--- config.mk ---
export PLATFORM = sky130hd
export DESIGN_NAME = seq_datapath
export DESIGN_NICKNAME = d
export VERILOG_FILES = /design/src/rtl/seq_dp_pkg.sv /design/src/rtl/seq_dp_regfile.sv /design/src/rtl/seq_datapath.sv
export SDC_FILE = /design/constraint.sdc
export NUM_CORES = 1
export LEC_CHECK = 0
export BUFFER_PORTS_ARGS = -buffer_cell sky130_fd_sc_hd__buf_4
export CORE_MARGIN = 4
export CORE_UTILIZATION = 62
export DETAILED_ROUTE_END_ITERATION = 10
export PLACE_DENSITY = 0.87
export SYNTH_ARGS = -nofsm -noshare
export SYNTH_HDL_FRONTEND = slang
export SYNTH_SLANG_ARGS = --single-unit
--- constraint.sdc ---
create_clock -name clk -period 4.42 [get_ports clk]
set_clock_uncertainty 0.05 [all_clocks]
set_input_delay 0.884 -clock clk [delete_from_list [all_inputs] [get_ports clk]]
set_output_delay 0.884 -clock clk [all_outputs]
set_load 0.1 [all_outputs]
--- src/rtl/seq_dp_pkg.sv ---
// ---------------------------------------------------------------------------
// seq_dp_pkg
// Shared definitions for the sequential datapath:
//   alu_op_e : ALU operation codes carried on alu_op
//   shift_e  : B-operand pre-shift codes carried on shift
//   state_e  : control FSM states (one state per clock, no stalls)
// ---------------------------------------------------------------------------
package seq_dp_pkg;

  typedef enum logic [1:0] {
    ALU_ADD  = 2'b00,
    ALU_SUB  = 2'b01,
    ALU_AND  = 2'b10,
    ALU_NOTB = 2'b11
  } alu_op_e;

  typedef enum logic [1:0] {
    SH_NONE = 2'b00,
    SH_LSL1 = 2'b01,
    SH_LSR1 = 2'b10,
    SH_ASR1 = 2'b11
  } shift_e;

  typedef enum logic [2:0] {
    S_IDLE = 3'd0,
    S_RD_A = 3'd1,
    S_RD_B = 3'd2,
    S_EXEC = 3'd3,
    S_WB   = 3'd4,
    S_DONE = 3'd5
  } state_e;

  localparam int STATUS_W = 3;  // {V,N,Z}

endpackage

--- src/rtl/seq_dp_regfile.sv ---
// ---------------------------------------------------------------------------
// seq_dp_regfile
// NREGS x WIDTH register file, two asynchronous read ports, one synchronous
// write port, cleared by the asynchronous active-low reset.
// Optional build macro SEQ_DATAPATH_DBG_EN adds a third combinational read
// port for debug observation.
// Ports:
//   clk, reset_n          clock / async active-low reset
//   we, waddr, wdata      write port
//   raddr_a / rdata_a     read port A
//   raddr_b / rdata_b     read port B
//   dbg_addr / dbg_data   debug read port (SEQ_DATAPATH_DBG_EN only)
// ---------------------------------------------------------------------------
module seq_dp_regfile
  import seq_dp_pkg::*;
#(
  parameter int WIDTH = 16,
  parameter int NREGS = 8,
  localparam int AW   = $clog2(NREGS)
) (
  input  logic             clk,
  input  logic             reset_n,
  input  logic             we,
  input  logic [AW-1:0]    waddr,
  input  logic [WIDTH-1:0] wdata,
  input  logic [AW-1:0]    raddr_a,
  output logic [WIDTH-1:0] rdata_a,
  input  logic [AW-1:0]    raddr_b,
`ifdef SEQ_DATAPATH_DBG_EN
  output logic [WIDTH-1:0] rdata_b,
  input  logic [AW-1:0]    dbg_addr,
  output logic [WIDTH-1:0] dbg_data
`else
  output logic [WIDTH-1:0] rdata_b
`endif
);

  logic [WIDTH-1:0] regs [NREGS];

  always_ff @(posedge clk or negedge reset_n) begin
    if (!reset_n) begin
      regs <= '{default: '0};
    end else if (we) begin
      regs[waddr] <= wdata;
    end
  end

  assign rdata_a = regs[raddr_a];
  assign rdata_b = regs[raddr_b];

`ifdef SEQ_DATAPATH_DBG_EN
  assign dbg_data = regs[dbg_addr];
`endif

endmodule

--- src/rtl/seq_datapath.sv ---
// ---------------------------------------------------------------------------
// seq_datapath
// Multi-cycle register/ALU datapath. An accepted request walks
// IDLE -> RD_A -> RD_B -> EXEC -> WB -> DONE -> IDLE, one state per clock,
// so result_valid pulses exactly 5 clocks after the accepting edge.
// Optional build macro SEQ_DATAPATH_DBG_EN adds dbg_addr/dbg_data.
// Ports:
//   clk, reset_n          clock / async active-low reset
//   req_valid, req_ready  request handshake (ready only in IDLE)
//   alu_op, shift         operation and B pre-shift codes
//   rn, rm, rd            A source, B source, destination register
//   asel, bsel, imm       A:=0 select, B:=imm select, immediate
//   wr_en                 write result to rd (0 = compare only)
//   result_valid          one-cycle pulse; result/status valid
//   result, status        registered result and {V,N,Z}
// ---------------------------------------------------------------------------
module seq_datapath
  import seq_dp_pkg::*;
#(
  parameter int WIDTH = 16,
  parameter int NREGS = 8,
  localparam int AW   = $clog2(NREGS)
) (
  input  logic                clk,
  input  logic                reset_n,
  input  logic                req_valid,
  output logic                req_ready,
  input  logic [1:0]          alu_op,
  input  logic [1:0]          shift,
  input  logic [AW-1:0]       rn,
  input  logic [AW-1:0]       rm,
  input  logic [AW-1:0]       rd,
  input  logic                asel,
  input  logic                bsel,
  input  logic [WIDTH-1:0]    imm,
  input  logic                wr_en,
  output logic                result_valid,
  output logic [WIDTH-1:0]    result,
`ifdef SEQ_DATAPATH_DBG_EN
  output logic [STATUS_W-1:0] status,
  input  logic [AW-1:0]       dbg_addr,
  output logic [WIDTH-1:0]    dbg_data
`else
  output logic [STATUS_W-1:0] status
`endif
);

  function automatic logic signed [WIDTH-1:0] shift_b(
    input logic signed [WIDTH-1:0] b,
    input shift_e                  sh
  );
    case (sh)
      SH_LSL1: return b <<< 1;
      SH_LSR1: return $signed({1'b0, b[WIDTH-1:1]});
      SH_ASR1: return b >>> 1;
      default: return b;
    endcase
  endfunction

  // Returns {V, result}; V is signed overflow for ADD/SUB only.
  function automatic logic [WIDTH:0] alu(
    input logic signed [WIDTH-1:0] a,
    input logic signed [WIDTH-1:0] b,
    input alu_op_e                 op
  );
    logic signed [WIDTH-1:0] r;
    logic                    v;
    r = '0;
    v = 1'b0;
    case (op)
      ALU_ADD: begin
        r = a + b;
        v = (a[WIDTH-1] == b[WIDTH-1]) && (r[WIDTH-1] != a[WIDTH-1]);
      end
      ALU_SUB: begin
        r = a - b;
        v = (a[WIDTH-1] != b[WIDTH-1]) && (r[WIDTH-1] != a[WIDTH-1]);
      end
      ALU_AND:  r = a & b;
      default:  r = ~b;
    endcase
    return {v, r};
  endfunction

  state_e                  state_q, state_d;
  alu_op_e                 op_q;
  shift_e                  shift_q;
  logic [AW-1:0]           rn_q, rm_q, rd_q;
  logic                    asel_q, bsel_q, wr_en_q;
  logic [WIDTH-1:0]        imm_q;
  logic signed [WIDTH-1:0] a_q, b_q;
  logic [WIDTH-1:0]        rdata_a, rdata_b;
  logic signed [WIDTH-1:0] b_sh, alu_r;
  logic                    alu_v;
  logic                    accept;

  assign req_ready    = (state_q == S_IDLE);
  assign result_valid = (state_q == S_DONE);
  assign accept       = req_valid && req_ready;

  always_ff @(posedge clk or negedge reset_n) begin
    if (!reset_n) state_q <= S_IDLE;
    else          state_q <= state_d;
  end

  always_comb begin
    state_d = state_q;
    case (state_q)
      S_IDLE:  if (accept) state_d = S_RD_A;
      S_RD_A:  state_d = S_RD_B;
      S_RD_B:  state_d = S_EXEC;
      S_EXEC:  state_d = S_WB;
      S_WB:    state_d = S_DONE;
      default: state_d = S_IDLE;
    endcase
  end

  // Accept: snapshot the whole request so later input changes are ignored.
  // RD_A / RD_B: latch operands from the register file (pre-write values).
  always_ff @(posedge clk) begin
    if (accept) begin
      op_q    <= alu_op_e'(alu_op);
      shift_q <= shift_e'(shift);
      rn_q    <= rn;
      rm_q    <= rm;
      rd_q    <= rd;
      asel_q  <= asel;
      bsel_q  <= bsel;
      imm_q   <= imm;
      wr_en_q <= wr_en;
    end
    if (state_q == S_RD_A) a_q <= asel_q ? '0 : $signed(rdata_a);
    if (state_q == S_RD_B) b_q <= bsel_q ? $signed(imm_q) : $signed(rdata_b);
  end

  // EXEC: shift B, run the ALU, load result and status.
  assign b_sh           = shift_b(b_q, shift_q);
  assign {alu_v, alu_r} = alu(a_q, b_sh, op_q);

  always_ff @(posedge clk or negedge reset_n) begin
    if (!reset_n) begin
      result <= '0;
      status <= '0;
    end else if (state_q == S_EXEC) begin
      result <= alu_r;
      status <= {alu_v, alu_r[WIDTH-1], (alu_r == '0)};
    end
  end

  // WB: commit the registered result to rd when requested.
  seq_dp_regfile #(
    .WIDTH (WIDTH),
    .NREGS (NREGS)
  ) u_regfile (
    .clk     (clk),
    .reset_n (reset_n),
    .we      ((state_q == S_WB) && wr_en_q),
    .waddr   (rd_q),
    .wdata   (result),
    .raddr_a (rn_q),
    .rdata_a (rdata_a),
    .raddr_b (rm_q),
`ifdef SEQ_DATAPATH_DBG_EN
    .rdata_b (rdata_b),
    .dbg_addr(dbg_addr),
    .dbg_data(dbg_data)
`else
    .rdata_b (rdata_b)
`endif
  );

endmodule

Word-level counts from Yosys, hierarchy flattened
Index checks and enable logic that the tools add are counted.

Flip-flop bits (word level): 214. Latch bits: 0. RAM bits: 0. Memory bits (read-only): 0. Input bits: 35. Output and inout bits: 21. Logic and storage cells: 71. Memories kept: 0.

$add $sub $neg: 2. Multiply operators: 0. Divide/modulo/power cells: 0. Order comparisons: 4. Equality and inequality tests: 15. Shifts and indexed selects: 0. Multiplexer cells: 15. Bitwise gates (word level): 5. Reduce and logical (&&, ||, !) cells: 8.

Operator list (number): 128-bit bitwise mux (1); 16-bit binary-select mux with 3-bit select (2); 16-bit 2-to-1 mux (6); 16-bit case mux with 3 select lines (2); 16-bit demux with 3-bit select (1); 16-bit adder (1); 16-bit bitwise AND (1); 16-bit logical NOT (1); 16-bit NOT (1); 16-bit subtractor (1); 3-bit case mux with 5 select lines (1); 4-bit >= comparator, second input constant (3); 3-bit NOT with 4-bit output (3); 2-bit == test, second input constant (3); 3-bit by 2-bit == test with 1-bit output, second input constant (2); 3-bit == test, second input constant (2); 1-bit logical AND (5); 2-bit by 1-bit == test with 1-bit output, second input constant (2); 4-bit by 1-bit less-than comparator with 1-bit output, second input constant (1); 3-bit by 1-bit == test with 1-bit output, second input constant (1); 3-bit logical NOT (1); 3-bit 2-to-1 mux (1); 1-bit != test (3); 2-bit logical NOT (1); 3 further kinds (3).

Longest topological paths before layout
Word-level depth: 6. Mapped depth: 17. Depth with buffers taken out: 14.

Cells and area by module
From an unflattened synthesis, not the netlist that was laid out.

Cell total of the unflattened synthesis: 915. Area total of the unflattened synthesis: 12391.9 um^2.

Modules (own cells, without submodules): seq_dp_regfile (times used 1, cells an instance 393, area each 7000.5 um^2, seq. area each 3203.1 um^2); seq_datapath (times used 1, cells an instance 522, area each 5391.4 um^2, seq. area each 2447.3 um^2).

Least setup slack after synthesis
OpenSTA, ideal clock, no wires.

Kind: reg-to-reg. Start: register state_q[1]. End: register asel_q (enable). Setup time: 0.392 ns. Data arrival time: 3.671 ns. Data required time: 3.978 ns. Path slack: 0.308 ns. Cell stages (with the launch flop): 4. Buffers on the path: 1. Period minus slack after synthesis: 4.112 ns. Cell sequence: dfrtp_1 > clkbuf_1 > nor3_1 > and2_1.

Cells in the longest elaborated chain, start to end: 2.

Ends and longest elaborated chain: from (decl) (RTL line seq_datapath.sv:85) `state_e state_q, state_d;`; from (signal assigned) (RTL line seq_datapath.sv:103) `else state_q <= state_d;`; 3-bit logical NOT (RTL line seq_datapath.sv:97) `assign req_ready = (state_q == S_IDLE);`; named net req_ready (RTL line seq_datapath.sv:27) `output logic req_ready,`; 1-bit logical AND (RTL line seq_datapath.sv:99) `assign accept = req_valid && req_ready;`; named net accept (RTL line seq_datapath.sv:95) `logic accept;`; to (signal assigned) (RTL line seq_datapath.sv:127) `asel_q <= asel;`; to (decl) (RTL line seq_datapath.sv:89) `logic asel_q, bsel_q, wr_en_q;`.

The timed path passes the listed nets, and every way through them passes these cells. A chain may end at the register's enable or synchronous reset.

Worst setup path in the final report
Start: register shift_q[0]. End: register status[0].

Cells in the longest elaborated chain, start to end: 5. Elaborated cells on any way between the ends: 10. Classes of those cells: add/sub (2); eq/ne (3); mux (2); bitwise (2); reduce/logical (1).

Ends and longest elaborated chain: from (decl) (RTL line seq_datapath.sv:87) `shift_e shift_q;`; from (signal assigned) (RTL line seq_datapath.sv:123) `shift_q <= shift_e'(shift);`; 2-bit == test / 2-bit by 1-bit == test with 1-bit output (equally long branches) (RTL line seq_datapath.sv:52) `case (sh)`; 16-bit case mux with 3 select lines (*) (RTL line seq_datapath.sv:52); 16-bit subtractor (tied with other cells) (RTL line seq_datapath.sv:76) `r = a - b;`; 16-bit case mux with 3 select lines (*) (RTL line seq_datapath.sv:70) `case (op)`; 16-bit logical NOT (*) (RTL line seq_datapath.sv:146) `status <= {alu_v, alu_r[WIDTH-1], (alu_r == '0)};`; to (signal assigned) (RTL line seq_datapath.sv:146); to (decl) (RTL line seq_datapath.sv:44) `output logic [STATUS_W-1:0] status`.

Every way passes the cells marked *; elsewhere a longest branch is shown, timed or not.

==> flow_metrics.py <==
metrics = {
    "run_status": {
        "status": "finished, final reports clean",
    },
    "sta": {
        "tightestPinTransition_ns": 1.21,
        "max_freq_mhz": 248,
        "finalHoldViolations": 0,
        "fin_crit_ns": 4.04,
        "setup_tns_ns": 0,
        "rsz0062_at_grt": "false",
        "slew_headroom": 0.196,
        "finalSetupViolCount": 0,
        "drv_slew": 0,
        "period_share": 0.913,
    },
    "yosys": {
        "synth_edf_count": 64,
        "synth_seq_cells": 213,
        "synthMostInstantiatedCell": "dfrtp_1",
        "synth_cells": 933,
        "synth_ff_type": "dfrtp_1",
        "synth_seq_area_share": 0.471,
        "ys_types": 69,
        "ys.warnings.count": 0,
        "synth_common_cells": "dfrtp_1 (149), mux2_2 (135), mux4_2 (66)",
        "yosysTopAreaCellShare": 0.311,
        "synthArstFlopShare": 0.700,
        "synth_area_leaders": "dfrtp_1 (31%), edfxtp_1 (16%), mux2_2 (13%)",
        "synth_top_area_cell": "dfrtp_1",
        "synth_area_um2": 12000,
        "synth.avg_cell_area_um2": 12.9,
        "syn_nets": 1006,
    },
    "die": {
        "placementRows": 50,
        "die-area_um2": 21600,
        "start_util": 0.635,
        "fp.dieW_um": 147,
        "ioPinCount": 56,
        "dieHeight_um": 147,
        "core_area_um2": 18900,
    },
    "clock_network": {
        "cts_hold_buf": 0,
        "cts_tree": "done",
        "cts_sinks": 213,
        "numCtsBuffers": 23,
        "cts_resized": 0,
        "post_cts_buffers": 0,
        "clk_pin_slew_ns": 0.06,
        "h-tree-depth": 1,
        "clk_latency_ns": 0.50,
        "cts_buffer_depth": 3,
        "root_buffer": "clkbuf_16",
    },
    "pwr": {
        "power_frac_clock": 0.197,
        "p_leak_nw": 5.93,
        "total_power_mw": 9.53,
        "p_seq_frac": 0.371,
        "ir_drop_uv": 650,
        "p_per_area_nw_per_um2": 711,
        "p_switching_mw": 3.93,
        "internal_power_mw": 5.60,
        "comb_power_share": 0.431,
        "power_switching_share": 0.412,
    },
    "final_layout": {
        "syn2layout_area_growth_pct": 11.7,
        "fin_nets": 1045,
        "diodes": 0,
        "nFillCells": 1231,
        "fin_util": 0.709,
        "final_cell_area_um2": 13400,
        "layout-drive-gt1-share": 0.334,
        "fin_cells": 1247,
    },
    "worst_setup_path": {
        "cp.arrival_ns": 4.40,
        "required_ns": 4.78,
        "crit_fanout": 13,
        "endpoint_kind": "flip-flop",
        "critical_path_class": "reg -> reg",
        "crit_path_start_kind": "flip-flop",
    },
    "flow_run": {
        "drv_cap": 0,
    },
    "global_route": {
        "grt_max_degree": 99,
        "grt_pass1_vias": 8533,
        "grt.overflow.total": 0,
        "grt_use_total": 0.284,
        "grt_pass1_wl_um": 47900,
        "antenna_found_initial": 1,
    },
    "routing": {
        "route.detailed.drc": 0,
        "via_per_inst": 6.63,
        "firstDrtPassIters": 5,
        "routed-via-count": 8267,
        "wl_per_cell_um": 24.4,
        "first_iter_violations": 645,
        "ant_nets": 0,
        "wl_um": 30500,
    },
    "placement": {
        "io_buffers": 55,
        "routabilityCongestion": 0.922,
        "dp_hpwl_um": 19800,
        "place_area_um2": 12700,
        "dp.cells": 1207,
    },
    "hold_path": {
        "hp-class": "in -> async",
    },
}
==> cell type report <==
cell class,count,area (µm²),area share
clock buffers,30,632,0.0471
clock inverters,10,105,0.00784
inverters,32,120,0.00896
multi-input cells,628,6000,0.447
flip-flops and latches,213,5650,0.422
well taps,260,325,0.0243
repair buffers,74,572,0.0427
==> metrics by stage <==
step | hold WS [ns] | setup slack [ns]
after floorplan | 0.441 | 0.308
after global placement | 0.451 | 0.528
after detailed placement | 0.461 | 0.498
after CTS | 0.474 | 0.445
after global routing | 0.491 | 0.199
final | 0.429 | 0.383
==> final timing paths <==
kind | start | endpoint | slack, ns | depth (start not counted)
setup / recovery | shift_q[0] | status[0] | 0.38 | 14
hold / removal | reset_n | u_regfile.regs[98] | 0.43 | 1
setup reg to reg | shift_q[0] | status[0] | 0.38 | 14
hold reg to reg | u_regfile.regs[10] | u_regfile.regs[10] | 0.47 | 1
max in group asynchronous | reset_n | u_regfile.regs[41] | 3.05 | 2
min in group clk | u_regfile.regs[10] | u_regfile.regs[10] | 0.47 | 1
==> worst max-delay path, stage by stage, from the launching register on <==
cell	delay, ns
edfxtp_1	0.46
buf_4	0.31
mux2_2	0.37
mux2i_1	0.24
inv_1	0.08
ha_1	0.45
inv_1	0.17
o22ai_1	0.45
nor2_1	0.13
xor2_1	0.17
mux4_2	0.29
nand4_1	0.12
nor4_1	0.31
nand4_1	0.14
o31ai_2	0.19
==> state kept, by name, summed over array words and instances, names as in the netlist, 15 cells and up <==
register	flops
a_q	16
result	15
imm_q	16
u_regfile.regs	128
b_q	16
==> metal layers <==
| metal | up-vias | routed length (µm) | track usage |
|---|---|---|---|
| li1 | 3581 | - | - |
| met4 | 2 | 1260 | 0.120 |
| met1 | 4187 | 11900 | 0.365 |
| met3 | 103 | 2210 | 0.0561 |
| met2 | 394 | 15100 | 0.476 |
| met5 | - | 12 | 0 |
==> power by group through the flow <==
stage          Sequential, mW  Combinational (mW)  Clock (mW)
3_3_place_gp             3.45                3.95           0
5_1_grt                  3.61                4.42        1.99
6_report                 3.54                4.11        1.88
4_1_cts                  3.51                4.09        1.90
3_5_place_dp             3.51                4.03           0
2_1_floorplan            3.67                2.75           0
==> cell families after synthesis <==
family	share of synthesized area
and+or+nand+nor	0.0701
xor gates and xnor gates	0.0117
adders and majority gates	0.0409
buffers and inverters	0.0309
DFF	0.471
muxes	0.298
AOI/OAI and AO/OA	0.0778
==> cells in the final DEF (no fill, tap or decap), types with 7 or more instances in the layout <==
cell type,synthesis,layout
dfrtp_1,149,149
mux2_2,135,135
buf_4,2,72
mux4_2,66,66
nand2_1,64,64
edfxtp_1,64,64
mux2i_1,57,57
o21ai_0,56,56
nor2_1,44,44
ha_1,36,36
inv_1,31,31
a21oi_1,23,23
clkbuf_16,0,23
xnor2_1,12,12
o21ai_1,8,8
nand2b_1,8,8
nor3_1,9,7
nand3_1,7,7
o211ai_1,7,7
(Power assumes the default switching activity.)
